===== src/rtl/bit_clear_seq_pkg.sv =====
// Shared definitions for the slice-serial bit clear/set/toggle unit:
// operation encodings, FSM state type and default datapath geometry.
package bit_clear_seq_pkg;

   localparam logic [1:0] OP_CLEAR  = 2'b00;
   localparam logic [1:0] OP_SET    = 2'b01;
   localparam logic [1:0] OP_TOGGLE = 2'b10;
   localparam logic [1:0] OP_PASS   = 2'b11;

   localparam int DEF_WIDTH = 32;
   localparam int DEF_SLICE = 4;

   typedef enum logic [1:0] {
      ST_IDLE = 2'b00,
      ST_RUN  = 2'b01,
      ST_DONE = 2'b10
   } state_t;

endpackage


===== src/rtl/bit_clear_seq_unit_bit_slice_op.sv =====
// Combinational SLICE-bit operator, shared by every slice of a word
// and time-multiplexed by the sequencer's slice counter.
module bit_slice_op
   import bit_clear_seq_pkg::*;
#(
   parameter int SLICE = DEF_SLICE
) (
   input  logic [SLICE-1:0] a,
   input  logic [SLICE-1:0] b,
   input  logic [1:0]       op,
   output logic [SLICE-1:0] y
);

   always_comb begin
      y = a;
      case (op)
         OP_CLEAR:  y = a & ~b;
         OP_SET:    y = a | b;
         OP_TOGGLE: y = a ^ b;
         default:   y = a;
      endcase
   end

endmodule


===== src/rtl/bit_clear_seq_unit.sv =====
// Slice-serial bit clear/set/toggle/pass unit with start/done handshake.
// Optional zero flag on the result is enabled by BIT_CLEAR_SEQ_ZFLAG_EN.
//
// state   | meaning
// --------+----------------------------------------------------------
// ST_IDLE | waiting for start; operands captured on acceptance
// ST_RUN  | one slice of result written per cycle, busy high
// ST_DONE | done pulse for one cycle, result complete
module bit_clear_seq_unit
   import bit_clear_seq_pkg::*;
#(
   parameter int WIDTH = DEF_WIDTH,
   parameter int SLICE = DEF_SLICE
) (
   input  logic             clk,
   input  logic             reset_n,
   input  logic             start,
   input  logic [1:0]       op,
   input  logic [WIDTH-1:0] a,
   input  logic [WIDTH-1:0] b,
   output logic             busy,
   output logic             done,
`ifdef BIT_CLEAR_SEQ_ZFLAG_EN
   output logic             zero,
`endif
   output logic [WIDTH-1:0] result
);

   localparam int NSLICE = WIDTH / SLICE;
   localparam int CW     = (NSLICE > 1) ? $clog2(NSLICE) : 1;
   localparam logic [CW-1:0] LAST = CW'(NSLICE - 1);

   state_t           state;
   logic [CW-1:0]    cnt;
   logic [WIDTH-1:0] a_q;
   logic [WIDTH-1:0] b_q;
   logic [1:0]       op_q;
   logic [SLICE-1:0] slice_a;
   logic [SLICE-1:0] slice_b;
   logic [SLICE-1:0] slice_y;

   assign slice_a = a_q[cnt*SLICE +: SLICE];
   assign slice_b = b_q[cnt*SLICE +: SLICE];

   bit_slice_op #(
      .SLICE (SLICE)
   ) u_slice (
      .a  (slice_a),
      .b  (slice_b),
      .op (op_q),
      .y  (slice_y)
   );

`ifdef BIT_CLEAR_SEQ_ZFLAG_EN
   logic nz_acc;
`endif

   always_ff @(posedge clk or negedge reset_n) begin
      if (!reset_n) begin
         state  <= ST_IDLE;
         cnt    <= '0;
         a_q    <= '0;
         b_q    <= '0;
         op_q   <= OP_CLEAR;
         busy   <= 1'b0;
         done   <= 1'b0;
         result <= '0;
`ifdef BIT_CLEAR_SEQ_ZFLAG_EN
         nz_acc <= 1'b0;
         zero   <= 1'b0;
`endif
      end else begin
         case (state)
            ST_IDLE: begin
               done <= 1'b0;
               if (start) begin
                  a_q   <= a;
                  b_q   <= b;
                  op_q  <= op;
                  cnt   <= '0;
                  busy  <= 1'b1;
                  state <= ST_RUN;
`ifdef BIT_CLEAR_SEQ_ZFLAG_EN
                  nz_acc <= 1'b0;
`endif
               end
            end
            ST_RUN: begin
               result[cnt*SLICE +: SLICE] <= slice_y;
`ifdef BIT_CLEAR_SEQ_ZFLAG_EN
               nz_acc <= nz_acc | (|slice_y);
`endif
               if (cnt == LAST) begin
                  busy  <= 1'b0;
                  done  <= 1'b1;
                  state <= ST_DONE;
                  // Fold in the last slice so the flag is valid alongside done.
`ifdef BIT_CLEAR_SEQ_ZFLAG_EN
                  zero  <= ~(nz_acc | (|slice_y));
`endif
               end else begin
                  cnt <= cnt + CW'(1);
               end
            end
            ST_DONE: begin
               done  <= 1'b0;
               state <= ST_IDLE;
            end
            default: begin
               busy  <= 1'b0;
               done  <= 1'b0;
               state <= ST_IDLE;
            end
         endcase
      end
   end

endmodule


===== config.mk =====
export PLATFORM = sky130hd
export DESIGN_NAME = bit_clear_seq_unit
export DESIGN_NICKNAME = d
export VERILOG_FILES = /design/src/rtl/bit_clear_seq_pkg.sv /design/src/rtl/bit_clear_seq_unit_bit_slice_op.sv /design/src/rtl/bit_clear_seq_unit.sv
export SDC_FILE = /design/constraint.sdc
export NUM_CORES = 1
export LEC_CHECK = 0
export BUFFER_PORTS_ARGS = -buffer_cell sky130_fd_sc_hd__buf_2
export CORE_ASPECT_RATIO = 0.6
export CORE_MARGIN = 1
export CORE_UTILIZATION = 25
export CTS_BUF_LIST = sky130_fd_sc_hd__clkbuf_8
export CTS_CLUSTER_SIZE = 20
export DETAILED_ROUTE_END_ITERATION = 7
export SYNTH_ARGS = -nofsm -noshare
export SYNTH_HDL_FRONTEND = slang
export SYNTH_HIERARCHICAL = 1
export SYNTH_SLANG_ARGS = --single-unit

===== constraint.sdc =====
create_clock -name clk -period 3.7 [get_ports clk]
set_clock_uncertainty 0.15 [all_clocks]
set_input_delay 0.185 -clock clk [delete_from_list [all_inputs] [get_ports clk]]
set_output_delay 0.185 -clock clk [all_outputs]
set_load 0.02 [all_outputs]

==> After elaboration in Yosys (flattened, before gate mapping) <==
Index checks and enable logic that the tools add are counted.
{ "word_totals": {"out_inout_bits": 34, "wordCells": 47, "in_bits": 69, "ff_bits": 105} }
{ "classes": {"n_reduce_logical": 7, "n_eq_ne": 8, "n_mux": 13, "bitwise_logic": 5, "n_shift": 4, "addsub": 2} }
{ "op_table": {"columns": ["op", "count"], "rows": [
  ["$shiftx 32x6->4", 2],
  ["$neg 5->34", 1],
  ["$shift 4x34->32 const A", 1],
  ["$shiftx 4x34->32", 1],
  ["$bwmux 32", 1],
  ["$pmux 4 s3", 1],
  ["$mux 3", 2],
  ["$ne 2x2->1 const B", 3],
  ["$pmux 3 s2", 1],
  ["$reduce_and 3->1", 2],
  ["$and 4x4->4", 1],
  ["$eq 2x1->1 const B", 2],
  ["$eq 2x2->1 const B", 2],
  ["$logic_not 2->1", 2],
  ["$mux 1", 4],
  ["$mux 2", 2],
  ["$not 4->4", 1],
  ["$or 4x4->4", 1],
  ["$pmux 2 s2", 1],
  ["$reduce_and 2->1", 2],
  ["$xor 4x4->4", 1],
  ["$add 3x1->3 const B", 1],
  ["$eq 3x3->1 const B", 1],
  ["$pmux 1 s3", 1],
  ["other kinds (2)", 2]
]} }

==> Logic depth before layout (Yosys ltp) <==
Gate-level depths: netlist of run 1.
{ "depth": {"ltp_word": 6, "depth_mapped": 12, "ltp_nobuf": 10} }

==> Modules after synthesis <==
The synthesis of run 1 kept the hierarchy.
{ "modules_own_cells": {"columns": ["module", "cells_per_inst", "area_each_um2", "instances", "seq_area_each_um2"], "rows": [
  ["bit_clear_seq_unit", 331, 4922.2, 1, 2627.5],
  ["bit_slice_op", 24, 250.2, 1, 0.0]
]} }

==> Least setup slack after synthesis of run 1 <==
Ideal clock, no wire load.
{ "synth_path": {"path_kind": "register to register", "start": "register cnt[0]", "end": "register result[27]", "path_stages_with_launch": 12, "slack_ns": 0.807, "t_arrival_ns": 2.615, "required_time_ns": 3.422, "path_cell_list": "dfrtp_1 > buf_6 > buf_4 > mux4_2 > nand2_1 > nand2_1 > inv_1 > ha_1 > mux4_1 > nand2b_1 > nor2_1 > mux2_1"} }
{ "synth_via": {"elab_cells_between_ends": 11} }
{ "synth_lines": {"columns": ["element", "line_no", "source"], "rows": [
  ["from (decl)", "bit_clear_seq_unit.sv:34", "logic [CW-1:0] cnt;"],
  ["from (signal assigned)", "bit_clear_seq_unit.sv:102", "cnt <= cnt + CW'(1);"],
  ["$shiftx 32x6->4 (*)", "bit_clear_seq_unit.sv:42", "assign slice_a = a_q[cnt*SLICE +: SLICE];"],
  ["net slice_a[3]", "bit_clear_seq_unit.sv:38", "logic [SLICE-1:0] slice_a;"],
  ["$xor 4x4->4, or another cell as far along", "bit_clear_seq_unit_bit_slice_op.sv:19", "OP_TOGGLE: y = a ^ b;"],
  ["$pmux 4 s3 (*)", "bit_clear_seq_unit_bit_slice_op.sv:16", "case (op)"],
  ["net slice_y[3]", "bit_clear_seq_unit.sv:40", "logic [SLICE-1:0] slice_y;"],
  ["$shiftx 4x34->32 (*)", "bit_clear_seq_unit.sv:89", "result[cnt*SLICE +: SLICE] <= slice_y;"],
  ["$bwmux 32 (*)", "bit_clear_seq_unit.sv:89", null],
  ["to (signal, indexed assignment)", "bit_clear_seq_unit.sv:89", null],
  ["to (decl)", "bit_clear_seq_unit.sv:26", "output logic [WIDTH-1:0] result"]
]} }
Mark *: on every way through the listed nets, which the timed path passes. The rest lies on a longest branch.
A chain may end at the register's enable or synchronous reset.

==> Worst setup path after layout of run 1 <==
{ "layout_path": {"start": "register cnt[0]", "end": "register result[31]"} }
The elaborated chain is that of the path after synthesis.

==> flow_metrics.py, run 1 <==
metrics = {
    "run_status": {
        "outcome": "complete, no violations",
    },
    "power_and_ir_drop": {
        "pwr-share-seq": 0.361,
        "switching_power_uw": 2210,
        "leakage_uw": 0.00315,
        "comb_power_share": 0.503,
        "clock_power_share": 0.136,
        "p_total_uw": 5630,
        "p_sw_frac": 0.393,
        "irDropWorstVdd_mv": 0.296,
        "p_per_area_nw_per_um2": 827,
        "p_int_uw": 3420,
    },
    "placed_design": {
        "globalplace.congestion": 0.766,
        "port_buffers": 102,
        "dp_hpwl_um": 9140,
    },
    "drt": {
        "viasPerCell": 4.24,
        "wl_um": 12800,
        "vias": 3400,
        "wl_per_cell_um": 16.0,
        "drc": 0,
        "antenna_left": 0,
        "drt-initial-drc-count": 119,
        "first_pass_iters": 4,
    },
    "timing": {
        "fin_crit_sh": 0.909,
        "maxSlewHeadroom": 0.369,
        "grt_setup_unrepaired": "no",
        "worst_slew_pin_slew_ns": 0.947,
        "hold_viol_final": 0,
        "fmax_mhz": 297,
        "finalSetupViolCount": 0,
        "tns_ns": 0,
        "min_period_ns": 3.36,
        "maxSlewViolCount": 0,
        "whs_ns": 0.348,
    },
    "global_routing": {
        "antenna_found_initial": 1,
        "overflow": 0,
        "grt_max_degree": 75,
        "grt_pass1_vias": 3692,
        "grt_pass1_wl_um": 20700,
        "grt.total_usage": 0.127,
    },
    "yosys": {
        "syn_inst": 355,
        "syn-num-nets": 439,
        "avgSynthCellArea_sq_um": 14.6,
        "seq_area_frac_synth": 0.508,
        "synth-seq-cells": 105,
        "ys_types": 33,
        "ys_warn_count": 6,
        "synth_area_sq_um": 5170,
    },
    "worst_setup_path": {
        "arrival_ns": 3.48,
        "cp.required_ns": 3.82,
        "path_max_fanout": 18,
        "crit_path_max_incr_delay_ns": 0.80,
        "cp-end-kind": "register",
        "critical_path.top_delay_family": "multiplexers",
        "path_class": "register to register",
        "worstPathBufferInverterCount": 1,
        "cpMaxStageDelayCell": "dfrtp_2",
        "worstPathCellList": "mux4_2 > nand2_1 > nand2_1 > inv_1 > ha_1 > mux4_1 > nand2b_1 > nor2_1 > mux2_1",
        "crit_path_start_kind": "register",
        "cpMostUsedCell": "nand2_1",
    },
    "die": {
        "io_pins": 103,
        "die_height_um": 113,
        "num_rows": 40,
        "coreArea_sq_um": 20100,
        "die_area_sq_um": 21300,
        "initial_core_util": 0.257,
        "die_w_um": 188,
    },
    "clocking": {
        "cts.sink_count": 105,
        "cts_buffers": 9,
        "tritoncts": "yes",
        "cts.clk_slew.worst_paths_ns": 0.11,
        "htree_levels": 3,
        "clockRootBuffer": "clkbuf_8",
        "clock_latency_ns": 0.37,
        "clock_path_buffers": 2,
    },
    "cells_and_area": {
        "final_nets": 607,
        "drive_gt1_frac": 0.449,
        "syn2layout_area_growth_pct": 31.6,
    },
    "hold_path": {
        "min_path_type": "input pin to async pin",
    },
    "job": {
        "maxCapViolations": 0,
    },
}
Yosys cell counts:
cell type  count  area [sq um]
dfrtp_1      105          2630
mux2_2        71           800
nand2_1       29           109
inv_1         20          75.1
mux2_4        16           240
mux4_2        16           360
ha_1          15           188
nor2_1        15          56.3
buf_6          9           101
mux2_1         8          90.1
nand2b_1       6          37.5
a22o_1         5          43.8
buf_2          5          25.0
and3_1         4          25.0
mux2i_1        4          40.0
mux4_1         4           105
buf_4          3          22.5
nor4b_4        3          71.3
nand2b_4       2          27.5
nor3_1         2          10.0
a21oi_1        1          5.00
and2_1         1          6.26
clkbuf_2       1          5.00
clkinv_1       1          3.75
nand4_4        1          21.3
nor2_2         1          6.26
nor2b_2        1          8.76
nor3_4         1          16.3
nor4b_2        1          15.0
o21a_1         1          7.51
o21bai_1       1          7.51
o22ai_1        1          6.26
o31a_1         1          8.76
kinds of logic after synthesis:
logic type | after synthesis | share of synthesized area
muxes | 119 | 0.316
DFF | 105 | 0.508
and+or+nand+nor | 67 | 0.0793
buffers and inverters | 39 | 0.0450
adders and majority gates | 15 | 0.0363
AOI/OAI and AO/OA | 10 | 0.0152
stage by stage:
stage          area [sq um]  utilization  cells  setup WS [ns]
2_1_floorplan          5170            -    355          0.807
3_3_place_gp           5920        0.294    717          0.333
3_5_place_dp           5920        0.294    717          0.270
4_1_cts                6810        0.338    801          0.256
5_1_grt                6810        0.338    802          0.110
6_report               6810        0.338    802          0.338
routing by layer:
metal  GRT usage  up-vias  part of all wire
met3      0.0354        9             0.047
met2       0.192       85              0.43
met5           0        -                 0
met4      0.0276        0            0.0075
li1            -     1598                 -
met1       0.180     1708              0.52
cells in the final DEF, fill, tap and decap left out:
cell	count
mux2_4	16
nor3_4	1
nor3_1	2
inv_8	1
nor2_1	15
clkinv_4	2
clkinv_1	1
nor4b_4	3
o21bai_1	1
ha_1	15
dfrtp_2	1
mux2_1	8
a22o_1	5
o31a_1	1
inv_1	20
dlygate4sd3_1	68
nand2_1	29
mux4_2	16
bufinv_16	1
nand4_4	1
a21oi_1	1
o22ai_1	1
and2_1	1
nand2b_4	2
nor4b_2	1
nand2b_1	6
and3_1	4
nor2_4	1
buf_4	6
mux2_2	71
inv_6	3
mux4_1	4
clkbuf_8	9
o21a_1	1
nor2b_2	1
diode_2	1
buf_2	101
dfrtp_1	104
mux2i_1	4
repair_timing:
action	4_1_cts	5_1_grt
hold buffers	68	0
endpoints found under the hold margin	140	0
gates resized for setup	0	0
setup buffers	0	0
state kept, by name, indices dropped and copies added (netlist names):
signal and flops:
busy 1, op_q 2, state 2, done 1, cnt 3, b_q 32
a_q 32, result 32
final timing paths:
kind | startpoint | endpoint | slack, ns | cells past startpoint
worst max-delay path | cnt[0] | result[31] | 0.34 | 9
worst min-delay path | reset_n | result[19] | 0.35 | 2
worst max register to register | cnt[0] | result[31] | 0.34 | 9
worst min register to register | result[30] | result[30] | 0.36 | 1
max in group asynchronous | reset_n | b_q[0] | 2.04 | 3
min in group clk | result[30] | result[30] | 0.36 | 1
area by class of cell:
cell class              count  area, sq um
inverters                  21         78.8
fillers                  2018        13300
clock inverters             7         85.1
diodes                      1         2.50
clock buffers               9          124
well taps                 273          342
flip-flops and latches    105         2630
repair buffers            175         1230
multi-input cells         211         2320
power groups by stage:
stage | logic, uW | clock network (uW) | registers (uW)
finish | 2830 | 769 | 2030
global route | 3090 | 832 | 2120
CTS | 2870 | 795 | 2040
detailed placement | 2800 | 0 | 2070
global placement | 2680 | 0 | 2050
floorplan | 2050 | 0 | 2050
(Power assumes the default switching activity.)
==> inputs of run 2 (changes only) <==
--- a/config.mk
+++ b/config.mk
@@ -12,6 +12,7 @@
 export CTS_BUF_LIST = sky130_fd_sc_hd__clkbuf_8
 export CTS_CLUSTER_SIZE = 20
 export DETAILED_ROUTE_END_ITERATION = 7
+export RECOVER_POWER = 100
 export SYNTH_ARGS = -nofsm -noshare
 export SYNTH_HDL_FRONTEND = slang
 export SYNTH_HIERARCHICAL = 1
==> run 2 against run 1 <==
Net effect: the flow now finishes with violations (max-capacitance violations, max-slew violations); sequential power is essentially flat; core utilization shrank 0.58 points; non-clock buffer count is the same; clock-buffer cell count is the same; global-route usage is the same; register-to-register slack gained 0.02 ns; cell area shrank 1.7%; sequential cell count is the same; maximum frequency grew 0.61%; clock power is essentially flat; wire length grew 0.37%; sequential share of layout area grew 0.68 points; highest routed layer unchanged.
==> flow_metrics.py, run 2 (synthesis gave the netlist of run 1 again) <==
metrics = {
    "drt": {
        "drc": 0,
        "wl_um": 12900,
        "viasPerCell": 4.23,
        "antenna_left": 0,
        "wl_per_cell_um": 16.0,
        "drt-initial-drc-count": 136,
        "vias": 3396,
        "first_pass_iters": 4,
    },
    "die": {
        "initial_core_util": 0.257,
        "die_height_um": 113,
        "die_area_sq_um": 21300,
        "coreArea_sq_um": 20100,
        "io_pins": 103,
        "num_rows": 40,
        "die_w_um": 188,
    },
    "timing": {
        "worst_slew_pin_slew_ns": 1.84,
        "min_period_ns": 3.34,
        "fmax_mhz": 299,
        "setup_ws_ns": 0.358,
        "maxSlewHeadroom": -0.228,
        "fin_crit_sh": 0.903,
        "tns_ns": 0,
        "grt_setup_unrepaired": "no",
        "finalSetupViolCount": 0,
        "hold_viol_final": 0,
        "maxSlewViolCount": 142,
    },
    "placed_design": {
        "dp_hpwl_um": 9140,
        "port_buffers": 102,
        "globalplace.congestion": 0.766,
        "post-place-ws_ns": 0.270,
    },
    "worst_setup_path": {
        "crit_path_start_kind": "register",
        "r2r_slack_ns": 0.36,
        "path_class": "register to register",
        "arrival_ns": 3.46,
        "cp-end-kind": "register",
        "cp.required_ns": 3.82,
        "path_max_fanout": 18,
        "reg2reg_from": "cnt[0]",
        "r2r_cells": 9,
        "r2r-end": "result[31]",
    },
    "global_routing": {
        "overflow": 0,
        "grt_pass1_wl_um": 20700,
        "grt.total_usage": 0.127,
        "antenna_found_initial": 1,
        "grt_pass1_vias": 3692,
        "grt_max_degree": 75,
    },
    "clocking": {
        "clock_path_buffers": 2,
        "clock_latency_ns": 0.38,
        "cts.sink_count": 105,
        "cts_buffers": 9,
        "cts_resized": 0,
        "htree_levels": 3,
        "cts.clk_slew.worst_paths_ns": 0.11,
        "clockRootBuffer": "clkbuf_8",
        "tritoncts": "yes",
    },
    "power_and_ir_drop": {
        "clock_power_share": 0.139,
        "switching_power_uw": 2200,
        "comb_power_share": 0.493,
        "p_sw_frac": 0.399,
        "irDropWorstVdd_mv": 0.292,
        "leakage_uw": 0.00298,
        "p_per_area_nw_per_um2": 825,
        "p_int_uw": 3320,
        "pwr-share-seq": 0.368,
    },
    "hold_path": {
        "hp-start": "result[13]",
        "hold-path-endpoint": "result[13]",
        "min_path_type": "register to register",
        "holdPathStages": 1,
    },
    "cells_and_area": {
        "final_common_cell": "dfrtp_1",
        "reg_top3": "a_q (32), b_q (32), result (32)",
        "final_cell_mix": "dfrtp_1 (104), mux2_2 (71), dlygate4sd3_1 (68), buf_2 (67), clkbuf_1 (34)",
        "syn2layout_area_growth_pct": 29.4,
        "final_nets": 607,
        "drive_gt1_frac": 0.352,
    },
    "run_status": {
        "violations": "max-capacitance violations, max-slew violations",
        "outcome": "finished with violations",
    },
    "job": {
        "maxCapViolations": 2,
    },
}
[run 2: cell count changes in the layout (fill, tap and decap cells not counted)]
cell | previous run | this run
buf_2 | 101 | 67
buf_4 | 6 | 3
clkbuf_1 | 0 | 34
clkbuf_2 | 0 | 3
mux2_1 | 8 | 24
mux2_4 | 16 | 0
nand2b_1 | 6 | 7
nand2b_4 | 2 | 1
[run 2: repair_timing]
action | CTS | global route
hold buffers | 68 | 0
endpoints found under the hold margin | 140 | 0
buffers inserted | 0 | 0
[run 2: metrics by stage]
| stage | total power [uW] | hold slack (ns) | utilization | std cells | instance area, sq um |
|---|---|---|---|---|---|
| final | 5520 | 0.359 | 0.333 | 802 | 6690 |
| after global routing | 5930 | 0.378 | 0.333 | 802 | 6690 |
| after CTS | 5700 | 0.366 | 0.338 | 801 | 6810 |
| after detailed placement | 4870 | 0.237 | 0.294 | 717 | 5920 |
| after global placement | 4730 | 0.221 | 0.294 | 717 | 5920 |
| after floorplan | 4100 | -0.261 | - | 355 | 5170 |
[run 2: critical path, cell delays in order (launching register included)]
cell	delay [ns]
dfrtp_2	0.79
mux4_2	0.60
nand2_1	0.09
nand2_1	0.11
inv_1	0.08
ha_1	0.22
mux4_1	0.60
nand2b_1	0.20
nor2_1	0.09
mux2_1	0.29
[run 2: area by class of cell]
type                            count  area, sq um
Antenna cell                        1         2.50
Clock buffer                        9          124
Clock inverter                      7         85.1
Fill cell                        2052        13400
Inverter                           21         78.8
Multi-Input combinational cell    211         2250
Sequential cell                   105         2630
Tap cell                          273          342
Timing Repair Buffer              175         1180
[run 2: worst max path at each step]
stage,from,endpoint,slack (ns),depth (start not counted)
2_1_floorplan,cnt[0],result[27],0.81,11
4_1_cts,cnt[0],result[29],0.26,9
6_report,cnt[0],result[31],0.36,9
3_5_place_dp,cnt[0],result[29],0.27,9
3_3_place_gp,cnt[0],result[31],0.33,9
5_1_grt,cnt[0],result[13],0.09,9
[run 2: power by group through the flow]
stage / combinational [uW] / clock (uW) / sequential [uW]
2_1_floorplan: 2050 / 0 / 2050
3_3_place_gp: 2680 / 0 / 2050
3_5_place_dp: 2800 / 0 / 2070
4_1_cts: 2870 / 795 / 2040
5_1_grt: 2980 / 832 / 2120
6_report: 2720 / 770 / 2030
[run 2: layer usage]
layer	track usage	part of all wire	wire length, um
met5	0	0	0
met2	0.192	0.43	5480
met1	0.180	0.52	6670
met4	0.0276	0.0075	96
met3	0.0354	0.048	616
